<file path="src/rtl/ssc_link_partner_pkg.sv">
// ssc_link_pkg: shared types and constants for the SSC link partner.
//   rx_state_t / tx_state_t : serial FSM state encodings
//   DATA_BITS               : bits per 8N1 character
//   DEFAULT_BAUD_DIV        : CLK_14M cycles per bit at 9600 baud
package ssc_link_pkg;

  localparam int DATA_BITS        = 8;
  localparam int DEFAULT_BAUD_DIV = 1491;

  // Literals carry an RX_ST_/TX_ST_ prefix so both enums can share this scope.
  typedef enum logic [2:0] {
    RX_ST_IDLE,
    RX_ST_START,
    RX_ST_DATA,
    RX_ST_STOP,
    RX_ST_BREAK_WAIT
  } rx_state_t;

  typedef enum logic [2:0] {
    TX_ST_IDLE,
    TX_ST_HOLD,
    TX_ST_START,
    TX_ST_DATA,
    TX_ST_STOP
  } tx_state_t;

endpackage

</file>
<file path="src/rtl/ssc_link_partner_if.sv">
// ssc_link_partner_if: host-side byte stream of the SSC link partner.
//   TX_DATA/TX_VALID/TX_READY : bytes going out to the card
//   RX_DATA/RX_VALID/RX_READY : bytes received from the card (FIFO head)
//   RX_FRAME_ERR / RX_OVERRUN : one-cycle receive error pulses
// master = host side, slave = ssc_link_partner.
interface ssc_link_partner_if;
  import ssc_link_pkg::*;

  logic [DATA_BITS-1:0] TX_DATA;
  logic                 TX_VALID;
  logic                 TX_READY;
  logic [DATA_BITS-1:0] RX_DATA;
  logic                 RX_VALID;
  logic                 RX_READY;
  logic                 RX_FRAME_ERR;
  logic                 RX_OVERRUN;

  modport master (
    output TX_DATA, TX_VALID, RX_READY,
    input  TX_READY, RX_DATA, RX_VALID, RX_FRAME_ERR, RX_OVERRUN
  );

  modport slave (
    input  TX_DATA, TX_VALID, RX_READY,
    output TX_READY, RX_DATA, RX_VALID, RX_FRAME_ERR, RX_OVERRUN
  );

endinterface

</file>
<file path="src/rtl/ssc_link_partner_rx_fifo.sv">
// ssc_rx_fifo: synchronous receive FIFO with a registered head byte.
//   CLK_14M, RESET : clock, async active-high reset
//   push/push_data : write request from the RX deserializer
//   pop            : read request (ignored while empty)
//   head           : registered FIFO head, stable until a pop
//   not_empty      : head is valid
//   overrun        : one-cycle pulse when a push was dropped
//   count          : number of stored entries (0..DEPTH)
// A push into a full FIFO is accepted when a pop happens in the same cycle.
module ssc_rx_fifo #(
  parameter int DEPTH = 16,
  parameter int WIDTH = 8
) (
  input  logic                   CLK_14M,
  input  logic                   RESET,
  input  logic                   push,
  input  logic [WIDTH-1:0]       push_data,
  input  logic                   pop,
  output logic [WIDTH-1:0]       head,
  output logic                   not_empty,
  output logic                   overrun,
  output logic [$clog2(DEPTH):0] count
);

  localparam int PW = $clog2(DEPTH);
  localparam int CW = PW + 1;

  logic [WIDTH-1:0] mem [DEPTH];
  logic [PW-1:0]    wr_ptr;
  logic [PW-1:0]    rd_ptr;
  logic [PW-1:0]    rd_next;
  logic             full;
  logic             do_push;
  logic             do_pop;

  assign full      = (count == CW'(DEPTH));
  assign not_empty = (count != '0);
  assign do_pop    = pop & not_empty;
  assign do_push   = push & (~full | do_pop);
  assign rd_next   = rd_ptr + PW'(1);

  // When full with a simultaneous pop, wr_ptr == rd_ptr; overwriting that slot
  // is safe because the departing byte already lives in the head register.
  always_ff @(posedge CLK_14M) begin
    if (do_push) mem[wr_ptr] <= push_data;
  end

  always_ff @(posedge CLK_14M or posedge RESET) begin
    if (RESET) begin
      wr_ptr  <= '0;
      rd_ptr  <= '0;
      count   <= '0;
      head    <= '0;
      overrun <= 1'b0;
    end else begin
      overrun <= push & ~do_push;
      if (do_push) wr_ptr <= wr_ptr + PW'(1);
      if (do_pop)  rd_ptr <= rd_next;

      case ({do_push, do_pop})
        2'b10:   count <= count + CW'(1);
        2'b01:   count <= count - CW'(1);
        default: ;
      endcase

      // Head tracks mem[rd_ptr]; bypass the array when the FIFO is (or is
      // about to be) empty so a fresh byte appears without extra latency.
      if (do_pop) begin
        if (count > CW'(1))  head <= mem[rd_next];
        else if (do_push)    head <= push_data;
      end else if (do_push && (count == '0)) begin
        head <= push_data;
      end
    end
  end

endmodule

</file>
<file path="src/rtl/ssc_link_partner.sv">
// ssc_link_partner: 8N1 link partner for the Super Serial Card UART.
//   CLK_14M, RESET : sole clock, async active-high reset
//   host           : host-side byte stream (ssc_link_partner_if.slave)
//   SER_RXD        : from card TXD, idle high
//   SER_TXD        : to card RXD, idle high
//   SER_RTS_IN     : from card RTS, low = card may receive
//   SER_CTS_OUT    : to card CTS, low = we may receive
//
// RX FSM
//   state      | meaning
//   IDLE       | waiting for a falling edge on the synchronized line
//   START      | half a bit in; re-check start bit, reject glitches
//   DATA       | sampling 8 data bits LSB first, one per bit time
//   STOP       | sampling stop bit; push byte or flag framing error
//   BREAK_WAIT | line held low after a bad stop; wait for it to go high
//
// TX FSM
//   state | meaning
//   IDLE  | TX_READY high, waiting for a byte
//   HOLD  | byte latched, waiting for the card's RTS
//   START | driving start bit
//   DATA  | driving 8 data bits LSB first
//   STOP  | driving stop bit, then back to IDLE
module ssc_link_partner import ssc_link_pkg::*; #(
  parameter int BAUD_DIV   = DEFAULT_BAUD_DIV,
  parameter int FIFO_DEPTH = 16,
  parameter int CTS_SLACK  = 4
) (
  input  logic                 CLK_14M,
  input  logic                 RESET,
  ssc_link_partner_if.slave    host,
  input  logic                 SER_RXD,
  output logic                 SER_TXD,
  input  logic                 SER_RTS_IN,
  output logic                 SER_CTS_OUT
);

  localparam int CNT_W = $clog2(BAUD_DIV);
  localparam int BIT_W = $clog2(DATA_BITS);
  localparam int CW    = $clog2(FIFO_DEPTH) + 1;

  // Down-counters expire at zero, so loads are one less than the interval.
  localparam logic [CNT_W-1:0] BIT_LOAD  = CNT_W'(BAUD_DIV - 1);
  localparam logic [CNT_W-1:0] HALF_LOAD = CNT_W'(BAUD_DIV / 2 - 1);
  localparam logic [BIT_W-1:0] LAST_BIT  = BIT_W'(DATA_BITS - 1);

  logic rxd_meta, rxd_sync, rxd_prev;
  logic rts_meta, rts_sync;

  always_ff @(posedge CLK_14M or posedge RESET) begin
    if (RESET) begin
      rxd_meta <= 1'b1;
      rxd_sync <= 1'b1;
      rxd_prev <= 1'b1;
      rts_meta <= 1'b1;
      rts_sync <= 1'b1;
    end else begin
      rxd_meta <= SER_RXD;
      rxd_sync <= rxd_meta;
      rxd_prev <= rxd_sync;
      rts_meta <= SER_RTS_IN;
      rts_sync <= rts_meta;
    end
  end

  // ---------------- RX ----------------
  rx_state_t            rx_state;
  logic [CNT_W-1:0]     rx_cnt;
  logic [BIT_W-1:0]     rx_bit;
  logic [DATA_BITS-1:0] rx_shift;
  logic                 rx_frame_err;
  logic                 rx_push;

  // Push straight from the stop-bit sample so RX_VALID rises on the next cycle.
  assign rx_push = (rx_state == RX_ST_STOP) && (rx_cnt == '0) && rxd_sync;

  always_ff @(posedge CLK_14M or posedge RESET) begin
    if (RESET) begin
      rx_state     <= RX_ST_IDLE;
      rx_cnt       <= '0;
      rx_bit       <= '0;
      rx_shift     <= '0;
      rx_frame_err <= 1'b0;
    end else begin
      rx_frame_err <= 1'b0;
      case (rx_state)
        RX_ST_IDLE: begin
          if (rxd_prev && !rxd_sync) begin
            rx_state <= RX_ST_START;
            rx_cnt   <= HALF_LOAD;
          end
        end
        RX_ST_START: begin
          if (rx_cnt == '0) begin
            if (rxd_sync) begin
              rx_state <= RX_ST_IDLE;
            end else begin
              rx_state <= RX_ST_DATA;
              rx_cnt   <= BIT_LOAD;
              rx_bit   <= '0;
            end
          end else begin
            rx_cnt <= rx_cnt - CNT_W'(1);
          end
        end
        RX_ST_DATA: begin
          if (rx_cnt == '0) begin
            rx_shift <= {rxd_sync, rx_shift[DATA_BITS-1:1]};
            rx_cnt   <= BIT_LOAD;
            if (rx_bit == LAST_BIT) rx_state <= RX_ST_STOP;
            else                    rx_bit   <= rx_bit + BIT_W'(1);
          end else begin
            rx_cnt <= rx_cnt - CNT_W'(1);
          end
        end
        RX_ST_STOP: begin
          if (rx_cnt == '0) begin
            if (rxd_sync) begin
              rx_state <= RX_ST_IDLE;
            end else begin
              rx_frame_err <= 1'b1;
              rx_state     <= RX_ST_BREAK_WAIT;
            end
          end else begin
            rx_cnt <= rx_cnt - CNT_W'(1);
          end
        end
        RX_ST_BREAK_WAIT: begin
          if (rxd_sync) rx_state <= RX_ST_IDLE;
        end
        default: rx_state <= RX_ST_IDLE;
      endcase
    end
  end

  logic [CW-1:0] fifo_count;
  logic [CW-1:0] fifo_free;

  ssc_rx_fifo #(
    .DEPTH (FIFO_DEPTH),
    .WIDTH (DATA_BITS)
  ) u_rx_fifo (
    .CLK_14M   (CLK_14M),
    .RESET     (RESET),
    .push      (rx_push),
    .push_data (rx_shift),
    .pop       (host.RX_READY),
    .head      (host.RX_DATA),
    .not_empty (host.RX_VALID),
    .overrun   (host.RX_OVERRUN),
    .count     (fifo_count)
  );

  assign host.RX_FRAME_ERR = rx_frame_err;
  assign fifo_free         = CW'(FIFO_DEPTH) - fifo_count;

  always_ff @(posedge CLK_14M or posedge RESET) begin
    if (RESET) SER_CTS_OUT <= 1'b0;
    else       SER_CTS_OUT <= (fifo_free <= CW'(CTS_SLACK));
  end

  // ---------------- TX ----------------
  tx_state_t            tx_state;
  logic [CNT_W-1:0]     tx_cnt;
  logic [BIT_W-1:0]     tx_bit;
  logic [DATA_BITS-1:0] tx_shift;
  logic                 tx_ready;

  assign host.TX_READY = tx_ready;

  always_ff @(posedge CLK_14M or posedge RESET) begin
    if (RESET) begin
      tx_state <= TX_ST_IDLE;
      tx_cnt   <= '0;
      tx_bit   <= '0;
      tx_shift <= '0;
      tx_ready <= 1'b1;
      SER_TXD  <= 1'b1;
    end else begin
      case (tx_state)
        TX_ST_IDLE: begin
          if (host.TX_VALID && tx_ready) begin
            tx_shift <= host.TX_DATA;
            tx_ready <= 1'b0;
            tx_state <= TX_ST_HOLD;
          end
        end
        // RTS is only honoured here; once a frame starts it always completes.
        TX_ST_HOLD: begin
          if (!rts_sync) begin
            SER_TXD  <= 1'b0;
            tx_cnt   <= BIT_LOAD;
            tx_state <= TX_ST_START;
          end
        end
        TX_ST_START: begin
          if (tx_cnt == '0) begin
            SER_TXD  <= tx_shift[0];
            tx_shift <= tx_shift >> 1;
            tx_bit   <= '0;
            tx_cnt   <= BIT_LOAD;
            tx_state <= TX_ST_DATA;
          end else begin
            tx_cnt <= tx_cnt - CNT_W'(1);
          end
        end
        TX_ST_DATA: begin
          if (tx_cnt == '0) begin
            tx_cnt <= BIT_LOAD;
            if (tx_bit == LAST_BIT) begin
              SER_TXD  <= 1'b1;
              tx_state <= TX_ST_STOP;
            end else begin
              SER_TXD  <= tx_shift[0];
              tx_shift <= tx_shift >> 1;
              tx_bit   <= tx_bit + BIT_W'(1);
            end
          end else begin
            tx_cnt <= tx_cnt - CNT_W'(1);
          end
        end
        TX_ST_STOP: begin
          if (tx_cnt == '0) begin
            tx_ready <= 1'b1;
            tx_state <= TX_ST_IDLE;
          end else begin
            tx_cnt <= tx_cnt - CNT_W'(1);
          end
        end
        default: tx_state <= TX_ST_IDLE;
      endcase
    end
  end

endmodule

</file>
<file path="src/flat_wrapper.sv">
// flat-port wrapper written by rule: the top's interface ports become plain ports
module ssc_link_partner_flat import ssc_link_pkg::*;
#(
  parameter int BAUD_DIV   = DEFAULT_BAUD_DIV,
  parameter int FIFO_DEPTH = 16,
  parameter int CTS_SLACK  = 4
)
  (CLK_14M, RESET, SER_RXD, SER_TXD, SER_RTS_IN, SER_CTS_OUT, host_TX_DATA, host_TX_VALID, host_RX_READY, host_TX_READY, host_RX_DATA, host_RX_VALID, host_RX_FRAME_ERR, host_RX_OVERRUN);
  ssc_link_partner_if host_i ();
  input  logic CLK_14M;
  input  logic RESET;
  input  logic SER_RXD;
  output logic SER_TXD;
  input  logic SER_RTS_IN;
  output logic SER_CTS_OUT;
  input wire logic [$bits(host_i.TX_DATA)-1:0] host_TX_DATA;
  input wire logic [$bits(host_i.TX_VALID)-1:0] host_TX_VALID;
  input wire logic [$bits(host_i.RX_READY)-1:0] host_RX_READY;
  output wire logic [$bits(host_i.TX_READY)-1:0] host_TX_READY;
  output wire logic [$bits(host_i.RX_DATA)-1:0] host_RX_DATA;
  output wire logic [$bits(host_i.RX_VALID)-1:0] host_RX_VALID;
  output wire logic [$bits(host_i.RX_FRAME_ERR)-1:0] host_RX_FRAME_ERR;
  output wire logic [$bits(host_i.RX_OVERRUN)-1:0] host_RX_OVERRUN;
  assign host_i.TX_DATA = host_TX_DATA;
  assign host_i.TX_VALID = host_TX_VALID;
  assign host_i.RX_READY = host_RX_READY;
  assign host_TX_READY = host_i.TX_READY;
  assign host_RX_DATA = host_i.RX_DATA;
  assign host_RX_VALID = host_i.RX_VALID;
  assign host_RX_FRAME_ERR = host_i.RX_FRAME_ERR;
  assign host_RX_OVERRUN = host_i.RX_OVERRUN;
  ssc_link_partner #(.BAUD_DIV(BAUD_DIV), .FIFO_DEPTH(FIFO_DEPTH), .CTS_SLACK(CTS_SLACK)) u_core (.CLK_14M(CLK_14M), .RESET(RESET), .host(host_i), .SER_RXD(SER_RXD), .SER_TXD(SER_TXD), .SER_RTS_IN(SER_RTS_IN), .SER_CTS_OUT(SER_CTS_OUT));
endmodule
</file>
<file path="config.mk">
export PLATFORM = sky130hd
export DESIGN_NAME = ssc_link_partner_flat
export DESIGN_NICKNAME = d
export VERILOG_FILES = /design/src/rtl/ssc_link_partner_pkg.sv /design/src/rtl/ssc_link_partner_if.sv /design/src/rtl/ssc_link_partner_rx_fifo.sv /design/src/rtl/ssc_link_partner.sv /design/src/flat_wrapper.sv
export SDC_FILE = /design/constraint.sdc
export NUM_CORES = 1
export LEC_CHECK = 0
export CORE_MARGIN = 2
export CORE_UTILIZATION = 63
export CTS_BUF_LIST = sky130_fd_sc_hd__clkbuf_8 sky130_fd_sc_hd__clkbuf_16
export DETAILED_ROUTE_END_ITERATION = 7
export DONT_BUFFER_PORTS = 1
export HOLD_SLACK_MARGIN = 0.03
export PLACE_DENSITY = 0.89
export SYNTH_ARGS = -nofsm -noshare
export SYNTH_HDL_FRONTEND = slang
export SYNTH_SLANG_ARGS = --single-unit
</file>
<file path="constraint.sdc">
create_clock -name CLK_14M -period 4.7 [get_ports CLK_14M]
set_clock_uncertainty 0.05 [all_clocks]
set_input_delay 0.94 -clock CLK_14M [delete_from_list [all_inputs] [get_ports CLK_14M]]
set_output_delay 0.94 -clock CLK_14M [all_outputs]
set_load 0.01 [all_outputs]
</file>
Yosys cells after proc, flatten, opt, wreduce, memory -nomap -nowiden
Memories as Yosys holds them, arrays and structs flattened.
Index checks and enable logic that the tools add are counted.
- order comparisons: 2
- bitwise logic cells: 6
- multiplexer cells: 57
- eq/ne operators: 32
- reductions and logical operators: 33
- add/subtract/negate cells: 9
- operator list (kind ; count):
    $mux W11 ; 8
    $mux W8 ; 8
    $mux W3 ; 19
    $pmux W11 S4 ; 1
    $pmux W11 S3 ; 1
    $pmux W3 S5 ; 2
    $pmux W8 S3 ; 1
    $logic_not A11 Y1 ; 2
    $sub A11 B1 Y11 const B ; 2
    $ne A2 B1 Y1 const B ; 10
    $ne A2 B2 Y1 const B ; 7
    $eq A3 B2 Y1 const B ; 4
    $eq A3 B3 Y1 const B ; 4
    $pmux W3 S2 ; 2
    $reduce_and A4 Y1 ; 3
    $reduce_and A6 Y1 ; 2
    $mux W1 ; 11
    $pmux W5 S2 ; 1
    $reduce_and A5 Y1 ; 2
    $reduce_bool A2 Y1 ; 5
    $reduce_bool A3 Y1 ; 3
    $add A4 B1 Y4 const B ; 2
    $add A3 B1 Y3 const B ; 2
    $eq A3 B1 Y1 const B ; 2
    25 further kinds ; 35
- memories: 1
- bits in registers: 81
- bits in writable memories: 128
- output and inout bits: 14
- logic and storage cells: 162
- memories (memory ; words ; bits a word ; read ports ; clocked after memory_dff ; wr ports ; RTL line ; source):
    u_core.u_rx_fifo.mem ; 16 ; 8 ; 1 ; 0 ; 1 ; ssc_link_partner_rx_fifo.sv:28 ; logic [WIDTH-1:0] mem [DEPTH];

Depth between registers and ports, before layout
- depth in word-level cells: 7
- gate-level depth with buffers: 16
- mapped depth without buffers: 13

Modules after synthesis
From an unflattened synthesis, not the netlist that was laid out.
- cell total of the unflattened synthesis: 650
- area, all modules: 9316.4 sq um
- modules (own cells, without submodules) (module ; seq. area each (sq um) ; area each (sq um) ; times used ; cells each):
    ssc_rx_fifo ; 4394.2 ; 6190.9 ; 1 ; 336
    ssc_link_partner ; 1485.2 ; 3125.5 ; 1 ; 314

Worst setup path before layout
No wires, ideal clock.
- path kind: flip-flop to flip-flop
- start point: register u_core.u_rx_fifo.count[0]
- end point: register u_core.u_rx_fifo.head[2]
- slack: 1.355 ns
- clock period less this slack: 3.345 ns
- arrival time: 3.213 ns
- data required time: 4.568 ns
- path buffers: 3
- setup time: 0.082 ns
- cell stages (with the launch flop): 17
- cells stage by stage: dfrtp_1 -> inv_1 -> ha_1 -> and2_1 -> ha_1 -> nand2b_1 -> clkbuf_1 -> nand2_1 -> nor3b_2 -> inv_1 -> ha_1 -> clkbuf_1 -> a32o_1 -> a21oi_1 -> buf_2 -> nor2_1 -> a31oi_1
- cells in the longest elaborated chain, start to end: 7
- elaborated cells between the ends (all ways): 14
- ends and longest elaborated chain (element ; RTL line ; source):
    start, declared ; ssc_link_partner_rx_fifo.sv:22 ; output logic [$clog2(DEPTH):0] count
    start signal, assigned ; ssc_link_partner_rx_fifo.sv:61 ; 2'b10: count <= count + CW'(1);
    start signal, assigned ; ssc_link_partner_rx_fifo.sv:62 ; 2'b01: count <= count - CW'(1);
    $reduce_bool A5 Y1 / $eq A5 B5 Y1 (equally long branches) ; ssc_link_partner_rx_fifo.sv:37, ssc_link_partner_rx_fifo.sv:36 ;
    $and A1 B1 Y1 / $not A1 Y1 (equally long branches) ; ssc_link_partner_rx_fifo.sv:38, ssc_link_partner_rx_fifo.sv:39 ;
    $or A1 B1 Y1 ; ssc_link_partner_rx_fifo.sv:39 ; assign do_push = push & (~full | do_pop);
    $and A1 B1 Y1 ; ssc_link_partner_rx_fifo.sv:39 ;
    $logic_and A1 B1 Y1 ; ssc_link_partner_rx_fifo.sv:71 ; end else if (do_push && (count == '0)) begin
    $reduce_bool A2 Y1 (no source line) ; - ;
    $reduce_and A2 Y1 (no source line) ; - ;
    end signal, assigned ; ssc_link_partner_rx_fifo.sv:69 ; if (count > CW'(1)) head <= mem[rd_next];
    end signal, assigned ; ssc_link_partner_rx_fifo.sv:70 ; else if (do_push) head <= push_data;
    end signal, assigned ; ssc_link_partner_rx_fifo.sv:72 ; head <= push_data;
    end, declared ; ssc_link_partner_rx_fifo.sv:19 ; output logic [WIDTH-1:0] head,
Several ways; a longest one is shown, not always the timed one.
A chain may end at the register's enable or synchronous reset.

Final worst setup path
- start point: register u_core.u_rx_fifo.count[0]
- end point: memory u_core.u_rx_fifo.mem[3][0], enable pin
- cells in the longest elaborated chain, start to end: 6
- elaborated cells between the ends (all ways): 8
- ends and longest elaborated chain (element ; RTL line ; source):
    $reduce_bool A5 Y1 / $eq A5 B5 Y1 (equally long branches) ; ssc_link_partner_rx_fifo.sv:37, ssc_link_partner_rx_fifo.sv:36 ;
    $and A1 B1 Y1 / $not A1 Y1 (equally long branches) ; ssc_link_partner_rx_fifo.sv:38, ssc_link_partner_rx_fifo.sv:39 ;
    $or A1 B1 Y1 * ; ssc_link_partner_rx_fifo.sv:39 ;
    $and A1 B1 Y1 * ; ssc_link_partner_rx_fifo.sv:39 ;
    $mux W1 * ; ssc_link_partner_rx_fifo.sv:45 ; if (do_push) mem[wr_ptr] <= push_data;
    $mux W1 (implied by the code) * ; ssc_link_partner_rx_fifo.sv:45 ;
    end, declared ; ssc_link_partner_rx_fifo.sv:28 ;
Every way passes the cells marked *; elsewhere a longest branch is shown, timed or not.

==> flow_metrics.py <==
metrics = {
    "run_status": {
        "status": "finished clean",
    },
    "worst_setup_path": {
        "arrival_ps": 3940,
        "slowest_delay_ps": 1000,
        "path_buf_inv": 1,
        "startpoint_type": "register",
        "end_kind": "register",
        "cp_max_fo": 9,
        "slowest_stage": "nor3_1",
        "required_ps": 4760,
        "cp_top_family": "simple AND/OR/NAND/NOR gates",
        "worstSetupPathType": "register to register",
        "crit_chain": "inv_1, ha_1, and2_1, ha_1, nand2b_1, nand2_1, nor3b_2, nand2_1, nor3_1",
    },
    "placed_design": {
        "gp_congestion": 0.928,
        "dp_hpwl_mm": 12.9,
        "dp.cells": 827,
        "port_buffers": 0,
        "dpl-instance-area_mm2": 0.00939,
    },
    "detailed_routing": {
        "route.vias.total": 5887,
        "ant_nets": 0,
        "drcViolationCount": 0,
        "wl_per_cell_um": 24.2,
        "drtPass1Iterations": 7,
        "routed_wl_mm": 20.9,
        "drt_iter0_drc": 886,
        "viasPerCell": 6.81,
    },
    "global_route": {
        "grt.overflow.total": 0,
        "grt_pass1_vias": 5890,
        "grt_usage_pct": 27.3,
        "grt_pass1_wl_mm": 33.2,
        "grt_max_degree": 54,
        "antenna_found_initial": 0,
    },
    "power": {
        "total_power_uw": 5180,
        "seqPwrFrac_pct": 43.2,
        "pwr-share-clk_pct": 31.4,
        "power.switching_uw": 1680,
        "power_leakage_uw": 0.00385,
        "pwr-share-comb_pct": 25.4,
        "swShare_pct": 32.4,
        "p_int_uw": 3500,
        "ir_worst_vdd_mv": 0.307,
        "cellPowerDensity_mw_per_mm2": 515,
    },
    "layout": {
        "fillers": 840,
        "final_cell_area_mm2": 0.0101,
        "final_common_cell": "edfxtp_1",
        "final_cell_mix": "edfxtp_1, nand2_1, dfrtp_1",
        "syn_to_final_growth_pct": 9.04,
        "final_cells": 864,
        "final_layout_size_suffix_gt1_share_pct": 16.6,
        "num_antenna_cells": 0,
        "nNetsFinal": 700,
    },
    "clock_tree": {
        "cts.path.max_buffers": 3,
        "cts_hold_buf": 0,
        "cts_max_level": 1,
        "numCtsBuffers": 21,
        "cts_sinks": 209,
        "clk-insertion-delay-late_ps": 490,
        "post_cts_buffers": 0,
        "clk_pin_slew_ps": 60,
        "clockRootBuffer": "clkbuf_16",
        "cts_resized": 0,
        "cts_tree": "yes",
    },
    "synth": {
        "syn-cell-area_mm2": 0.00922,
        "synth_edf_count": 128,
        "postSynthAreaPerCell_um2": 13.9,
        "synth_top_area_share_pct": 41.7,
        "synth-main-ff-cell": "edfxtp_1",
        "synth_seq_cells": 209,
        "yosys-top-cells-area": "edfxtp_1, dfrtp_1, mux4_2, nand2_1, ha_1",
        "synth_cell_types": 64,
        "syn_nets": 697,
        "yosysSeqAreaShare_pct": 63.8,
        "ys_warn_count": 0,
        "synth_largest_area_cell": "edfxtp_1",
        "syn_inst": 663,
        "async_reset_ff_share_pct": 38.8,
    },
    "floorplan": {
        "die_y_um": 125,
        "core_region_area_mm2": 0.0144,
        "ioPinCount": 28,
        "die_w_um": 125,
        "die_area_mm2": 0.0156,
        "initial_core_util_pct": 63.9,
        "core.rowCount": 44,
    },
    "hold_path": {
        "hp-class": "register to register",
    },
    "timing": {
        "setup_violations": 0,
        "final_max_slew_viol_count": 0,
        "whs_ps": 305,
        "post-route-period-util_pct": 82.6,
        "worstMarginPinSlew_ps": 1230,
        "rsz0062_at_grt": "false",
        "finalSetupTns_ps": 0,
        "max_slew_margin_pct": 17.2,
        "hold_viol": 0,
        "min_period_ps": 3880,
        "maxClockFrequency_mhz": 258,
    },
    "run": {
        "cap_violations": 0,
    },
}
==> through the flow <==
stage                     setup slack, ps  util [%]
final                                 817      69.7
after floorplan                      1360         -
after global placement               1280      65.1
after detailed placement              946      65.1
after global routing                  529      69.7
after CTS                             868      69.7
==> cell families after synthesis <==
kind of cell | after synthesis | share of synthesized area (%)
XOR/XNOR | 25 | 2.37
AND/OR/NAND/NOR | 218 | 11.6
flip-flops | 209 | 63.8
buffers and inverters | 42 | 1.80
multiplexers | 56 | 11.0
adder cells (fa/ha/maj) | 21 | 2.82
AO/OA/AOI/OAI | 92 | 6.66
==> synth_stat cells (2+ instances only) <==
master / instances
nor3_1: 16
xnor2_1: 19
mux2_4: 7
a21oi_1: 21
xor2_1: 6
clkbuf_1: 15
inv_1: 18
and4b_1: 2
ha_1: 20
o22a_1: 4
nand3_1: 35
o21bai_1: 5
a31oi_1: 13
nand2b_1: 8
mux4_2: 32
buf_2: 7
nor2b_1: 5
nand3b_1: 2
mux2_2: 16
nand2_1: 80
a2111oi_0: 2
nor2_1: 45
dfrtp_1: 74
a22o_1: 2
nor3b_1: 5
edfxtp_1: 128
o31ai_1: 2
o21ai_0: 23
and2_1: 3
nand4_1: 3
buf_1: 2
a211oi_1: 5
dfstp_2: 7
==> cell type report <==
| cell class | count | area, um^2 | area share (%) |
|---|---|---|---|
| Clock buffer | 21 | 526 | 5.23 |
| Sequential cell | 209 | 5880 | 58.5 |
| Timing Repair Buffer | 4 | 30.0 | 0.299 |
| Tap cell | 184 | 230 | 2.29 |
| Multi-Input combinational cell | 412 | 3180 | 31.6 |
| Clock inverter | 16 | 144 | 1.43 |
| Inverter | 18 | 68.8 | 0.684 |
==> sequential cells by signal (all words and copies together) (netlist names), 3 cells and up <==
signal	flops
u_core.rx_cnt	11
u_core.rx_shift	8
u_core.tx_shift	8
u_core.u_rx_fifo.head	8
u_core.u_rx_fifo.mem	128
u_core.u_rx_fifo.count	5
u_core.u_rx_fifo.wr_ptr	4
u_core.tx_state	3
u_core.u_rx_fifo.rd_ptr	4
u_core.tx_cnt	11
u_core.rx_bit	3
u_core.tx_bit	3
u_core.rx_state	3
==> layer usage <==
layer  wire, um  up-vias  track usage [%]
met5          0        -                0
met4        821        0             9.74
met3       1670      102             4.28
met2      10400      361             46.3
met1       8040     2937             36.4
li1           -     2487                -
==> power groups by stage <==
stage	sequential [uW]	clock (uW)	combinational, uW
2_1_floorplan	2200	0	1040
3_3_place_gp	2250	0	1190
3_5_place_dp	2260	0	1270
4_1_cts	2230	1630	1300
5_1_grt	2250	1710	1430
6_report	2240	1630	1310
==> path summary, 6_finish.rpt <==
path / from / to / slack (ps) / depth (start not counted)
worst min register to register: u_core.rts_meta / u_core.rts_sync / 300 / 0
worst min-delay path: u_core.rts_meta / u_core.rts_sync / 300 / 0
max in group asynchronous: RESET / u_core.rts_sync / 3200 / 2
worst max register to register: u_core.u_rx_fifo.count[0] / u_core.u_rx_fifo.mem[3][0] / 820 / 9
min in group asynchronous: RESET / u_core.tx_shift[3] / 440 / 1
worst max-delay path: u_core.u_rx_fifo.count[0] / u_core.u_rx_fifo.mem[3][0] / 820 / 9
No activity file was read; power rests on OpenSTA's default activity.
